File: config.mk
export PLATFORM = sky130hd
export DESIGN_NAME = tdp_ram
export DESIGN_NICKNAME = d
export VERILOG_FILES = /design/src/rtl/tdp_ram_pkg.sv /design/src/rtl/tdp_ram_rdpipe.sv /design/src/rtl/tdp_ram.sv
export SDC_FILE = /design/constraint.sdc
export NUM_CORES = 1
export LEC_CHECK = 0
export ABC_AREA = 0
export CORE_MARGIN = 2
export CORE_UTILIZATION = 51
export CTS_CLUSTER_SIZE = 30
export DETAILED_ROUTE_END_ITERATION = 8
export DONT_BUFFER_PORTS = 1
export PLACE_DENSITY = 0.78
export SYNTH_ARGS = -nofsm -noshare
export SYNTH_HDL_FRONTEND = slang
export SYNTH_SLANG_ARGS = --single-unit
File: constraint.sdc
create_clock -name clk -period 2.3 [get_ports clk]
set_input_delay 0.23 -clock clk [delete_from_list [all_inputs] [get_ports clk]]
set_output_delay 0.23 -clock clk [all_outputs]
set_load 0.005 [all_outputs]
File: src/rtl/tdp_ram_pkg.sv
// tdp_ram_pkg: shared types and constants for tdp_ram (read latency follows TDP_RAM_OUT_REG_EN)
package tdp_ram_pkg;
  typedef enum logic {INIT, READY} state_t;
  typedef enum logic {PORT_A, PORT_B} port_t;
  localparam port_t COLL_PRIO = PORT_A;
`ifdef TDP_RAM_OUT_REG_EN
  localparam int RD_LAT = 2;
`else
  localparam int RD_LAT = 1;
`endif
endpackage

File: src/rtl/tdp_ram_rdpipe.sv
// tdp_ram_rdpipe: per-port read data/valid pipeline, extra stage when TDP_RAM_OUT_REG_EN is defined
module tdp_ram_rdpipe #(
  parameter int DATA_W = 8
) (
  input  logic              clk,
  input  logic              rst,
  input  logic              in_valid,
  input  logic [DATA_W-1:0] in_data,
  output logic              out_valid,
  output logic [DATA_W-1:0] out_data
);
  logic              v1;
  logic [DATA_W-1:0] d1;
  // first stage: capture array data on an accepted read, hold otherwise
  always_ff @(posedge clk or posedge rst)
    if (rst) begin
      v1 <= 1'b0;
      d1 <= '0;
    end else begin
      v1 <= in_valid;
      if (in_valid) d1 <= in_data;
    end
`ifdef TDP_RAM_OUT_REG_EN
  logic              v2;
  logic [DATA_W-1:0] d2;
  // optional output stage, same hold behaviour, flushed by rst
  always_ff @(posedge clk or posedge rst)
    if (rst) begin
      v2 <= 1'b0;
      d2 <= '0;
    end else begin
      v2 <= v1;
      if (v1) d2 <= d1;
    end
  assign out_valid = v2;
  assign out_data  = d2;
`else
  assign out_valid = v1;
  assign out_data  = d1;
`endif
endmodule

File: src/rtl/tdp_ram.sv
// tdp_ram: true dual-port RAM with post-reset clear sweep and write collision flag (TDP_RAM_OUT_REG_EN adds an output stage)
module tdp_ram
  import tdp_ram_pkg::*;
#(
  parameter int DATA_W = 8,
  parameter int ADDR_W = 5
) (
  input  logic              clk,
  input  logic              rst,
  input  logic              a_en,
  input  logic              a_we,
  input  logic [ADDR_W-1:0] a_addr,
  input  logic [DATA_W-1:0] a_wdata,
  output logic [DATA_W-1:0] a_rdata,
  output logic              a_rvalid,
  input  logic              b_en,
  input  logic              b_we,
  input  logic [ADDR_W-1:0] b_addr,
  input  logic [DATA_W-1:0] b_wdata,
  output logic [DATA_W-1:0] b_rdata,
  output logic              b_rvalid,
  output logic              init_done,
  output logic              collision
);
  localparam int DEPTH = 2 ** ADDR_W;
  logic [DATA_W-1:0] mem [DEPTH];
  state_t            state, state_nx;
  logic [ADDR_W-1:0] ptr, ptr_nx;
  logic              rdy, a_wr, b_wr, a_rd, b_rd, clash, a_keep, b_keep;
  assign rdy       = state == READY;
  assign init_done = rdy;
  assign a_wr      = rdy & a_en & a_we;
  assign b_wr      = rdy & b_en & b_we;
  assign a_rd      = rdy & a_en & ~a_we;
  assign b_rd      = rdy & b_en & ~b_we;
  assign clash     = a_wr & b_wr & (a_addr == b_addr);
  assign a_keep    = a_wr & ~(clash & COLL_PRIO == PORT_B);
  assign b_keep    = b_wr & ~(clash & COLL_PRIO == PORT_A);
  // state and clear pointer registers
  always_ff @(posedge clk or posedge rst)
    if (rst) begin
      state <= INIT;
      ptr   <= '0;
    end else begin
      state <= state_nx;
      ptr   <= ptr_nx;
    end
  // sweep walks every word once, then parks in READY
  always_comb begin
    state_nx = state;
    ptr_nx   = ptr;
    if (state == INIT) begin
      ptr_nx   = ptr + 1'b1;
      state_nx = (ptr == {ADDR_W{1'b1}}) ? READY : INIT;
    end
  end
  // array writes: sweep zeroes during INIT, port writes in READY with A winning a clash
  always_ff @(posedge clk)
    if (state == INIT) mem[ptr] <= '0;
    else begin
      if (a_keep) mem[a_addr] <= a_wdata;
      if (b_keep) mem[b_addr] <= b_wdata;
    end
  // collision flag registered one cycle after the clashing writes
  always_ff @(posedge clk or posedge rst)
    if (rst) collision <= 1'b0;
    else     collision <= clash;
  tdp_ram_rdpipe #(.DATA_W(DATA_W)) u_pipe_a (
    .clk(clk), .rst(rst), .in_valid(a_rd), .in_data(mem[a_addr]),
    .out_valid(a_rvalid), .out_data(a_rdata)
  );
  tdp_ram_rdpipe #(.DATA_W(DATA_W)) u_pipe_b (
    .clk(clk), .rst(rst), .in_valid(b_rd), .in_data(mem[b_addr]),
    .out_valid(b_rvalid), .out_data(b_rdata)
  );
endmodule

==> results.ini <==
[layout]
design_area_um2 = 19600
area_delta_synth_final_pct = 15.4
fill_cells = 2418
final-seq-area_um2 = 8310
final_cells = 1802
multi_input_area_um2 = 8080
fin_util_pct = 60.0
final_nets = 1368
drive_gt1_share_pct = 38.1

[setup_path]
rr_worst_depth = 8
cp_data_arrival_time_ps = 2550
r2r-start = init_done
cp-startpoint = init_done
required_ps = 2580
endpoint = mem[3][7]
worst_setup_path_end_kind = flop
cpMaxStageDelayCell = dfrtp_1
crit_path_frequent_cell = buf_4
reg2reg_to = mem[3][7]
slowest_delay_ps = 430
critical_path.cell_chain = nand3_1, buf_4, a21oi_1, and3_1, a31oi_1, buf_4, o21bai_1, buf_12
ff2ff_setup_slack_ps = 40
worst_setup_path_start_kind = flop
crit_path_max_fanout = 10
setup.worst_path.class = flop to flop

[drt]
drt_iter0_markers = 1698
ant_nets = 0
drt_wl_total_um = 56200
wl_per_cell_um = 31.2
firstDrtPassIters = 5
routed_via_density = 6.97
post-route-drc-count = 0
vias = 12600

[synth]
synth.mux.area_fraction_pct = 32.9
synth_top_cell_by_area = edfxtp_1
synth.top_cell.area_share_pct = 45.3
synthesis.nets = 1312
synth-seq-cells = 281
synth-xor-area-share_pct = 0.458
seq_area_frac_synth_pct = 49.0
synth_compound_area_share_pct = 8.20
synth_area_per_cell_um2 = 13.3
synthArstFlopShare_pct = 8.90
syn-cell-area_um2 = 17000
synth_warnings = 0
synth_ff_type = edfxtp_1
synth_cell_types = 52
synth-simple-area-share_pct = 5.65
synth_commonest_cells = edfxtp_1, mux2_2, mux2i_1
synthAdderAreaFrac_pct = 0.148
syn_inst = 1278
synth_top_family_by_area = multiplexers
synth_area_leaders = edfxtp_1, mux2_2, mux2i_1
synth_edf_count = 256
synth_most_common_cell = edfxtp_1

[clock_network]
clk_latency_ps = 580
clk_pin_slew_ps = 60
root_buffer = clkbuf_16
cts.sinks = 281
cts_tree = done
clockBufferDepth = 3
cts_buffers = 30
h-tree-depth = 1

[die]
coreArea_um2 = 32600
start_util_pct = 52.0
dieWidth_um = 186
fp.dieArea_um2 = 34700
ioPinCount = 52
die_h_um = 186
row_count = 66

[sta]
hold_violations = 0
min_period_ps = 2260
rsz0062_at_grt = false
clock_skew_ps = 27.5
slew_viol_final = 0
fin_setup_tns_ps = 0
worst_slew_pin_slew_ps = 852
relSlewSlack_pct = 43.2
fmax_mhz = 442
setup_viol = 0
period_share_pct = 98.3

[placement]
dp_cells = 1726
dpl_cell_area_um2 = 18300
hpwl_um = 35000
port_buffers = 0
routabilityCongestion = 0.939

[hold_path]
hp-class = input pin to flop
hp-start = b_addr[2]

[grt]
grt_pass1_vias = 12300
met2_usage_pct = 47.5
use_met1_pct = 42.3
grt_use_met3_pct = 7.84
grt.total_usage_pct = 31.7
grt_pass1_wl_um = 82100
antenna_found_initial = 3
top_usage_layer = met2
grt-ovfl-total = 0
grt_max_degree = 136

[power_and_ir_drop]
p_total_uw = 11600
ir_drop_mv = 0.590
leakagePower_uw = 0.00790
power.density_nw_per_um2 = 592

[run]
cap_viol_max_count = 0

[status]
outcome = finished, final reports clean

-- state kept, by name (all words and copies together) (netlist names) --
register,cells
collision,1
init_done,1
mem,256
ptr,5
u_pipe_a.out_data,8
u_pipe_a.out_valid,1
u_pipe_b.out_data,8
u_pipe_b.out_valid,1
-- cell usage in the layout (no fill, tap or decap), types with 21 or more instances in the layout --
cell,count
mux2i_1,188
buf_4,106
clkbuf_16,31
a22oi_1,51
edfxtp_1,256
buf_12,39
mux2_2,252
dfrtp_1,25
mux4_2,34
nand2_1,33
nor2_1,24
a21oi_1,21
nand3_1,31
-- cells by family (layout without fill, tap and decap cells) --
| kind of cell | count (synthesis) | count (layout) |
|---|---|---|
| compound gates | 191 | 191 |
| fa+ha+maj | 2 | 2 |
| xor+xnor | 8 | 8 |
| buf+inv | 135 | 214 |
| mux | 482 | 482 |
| flops | 281 | 281 |
| other cells | 0 | 3 |
| simple gates | 179 | 179 |
-- worst min-delay path by stage --
stage | cells past startpoint | endpoint
after floorplan | 1 | collision
final | 3 | u_pipe_b.out_data[6]
after CTS | 2 | u_pipe_b.out_data[3]
after detailed placement | 2 | ptr[0]
after global placement | 2 | ptr[1]
after global routing | 2 | u_pipe_b.out_data[3]
-- repair_timing --
action / 4_1_cts / 5_1_grt
buffers inserted: 0 / 2
gates resized for setup: 1 / 9
hold buffers: 17 / 0
setup endpoints to repair: 32 / 86
hold endpoints to repair: 290 / 0
pin swaps: 0 / 0
-- area by class of cell --
class,instances,share of cell area [%]
Multi-Input combinational cell,862,41.3
Timing Repair Buffer,154,8.53
Sequential cell,281,42.5
Antenna cell,3,0.0384
Clock inverter,13,0.499
Clock buffer,42,4.23
Inverter,5,0.0959
Tap cell,442,2.83
-- through the flow --
step	hold WS, ps	setup slack [ps]
2_1_floorplan	257	-80.8
3_3_place_gp	227	-286
3_5_place_dp	233	-308
4_1_cts	5.28	20.2
5_1_grt	23.9	1.80
6_report	7.54	39.5
-- worst max-delay path: cells and delay by family (launching register included) --
family / cells / cell delay (ps)
buffers and inverters: 3 / 590
and+or+nand+nor: 2 / 420
DFF: 1 / 430
AOI/OAI and AO/OA: 3 / 520
-- layer usage --
layer	routed length, um	part of all wire [%]
met1	20700	37
met2	24700	44
met4	3450	6.1
met3	7240	13
met5	0	0
-- where the power goes --
group	total (uW)	switching, uW	internal (uW)
Sequential	5670	51.3	5620
Combinational	1220	675	544
Clock	4700	2090	2610
Total	11600	2820	8770
(Power assumes the default switching activity.)
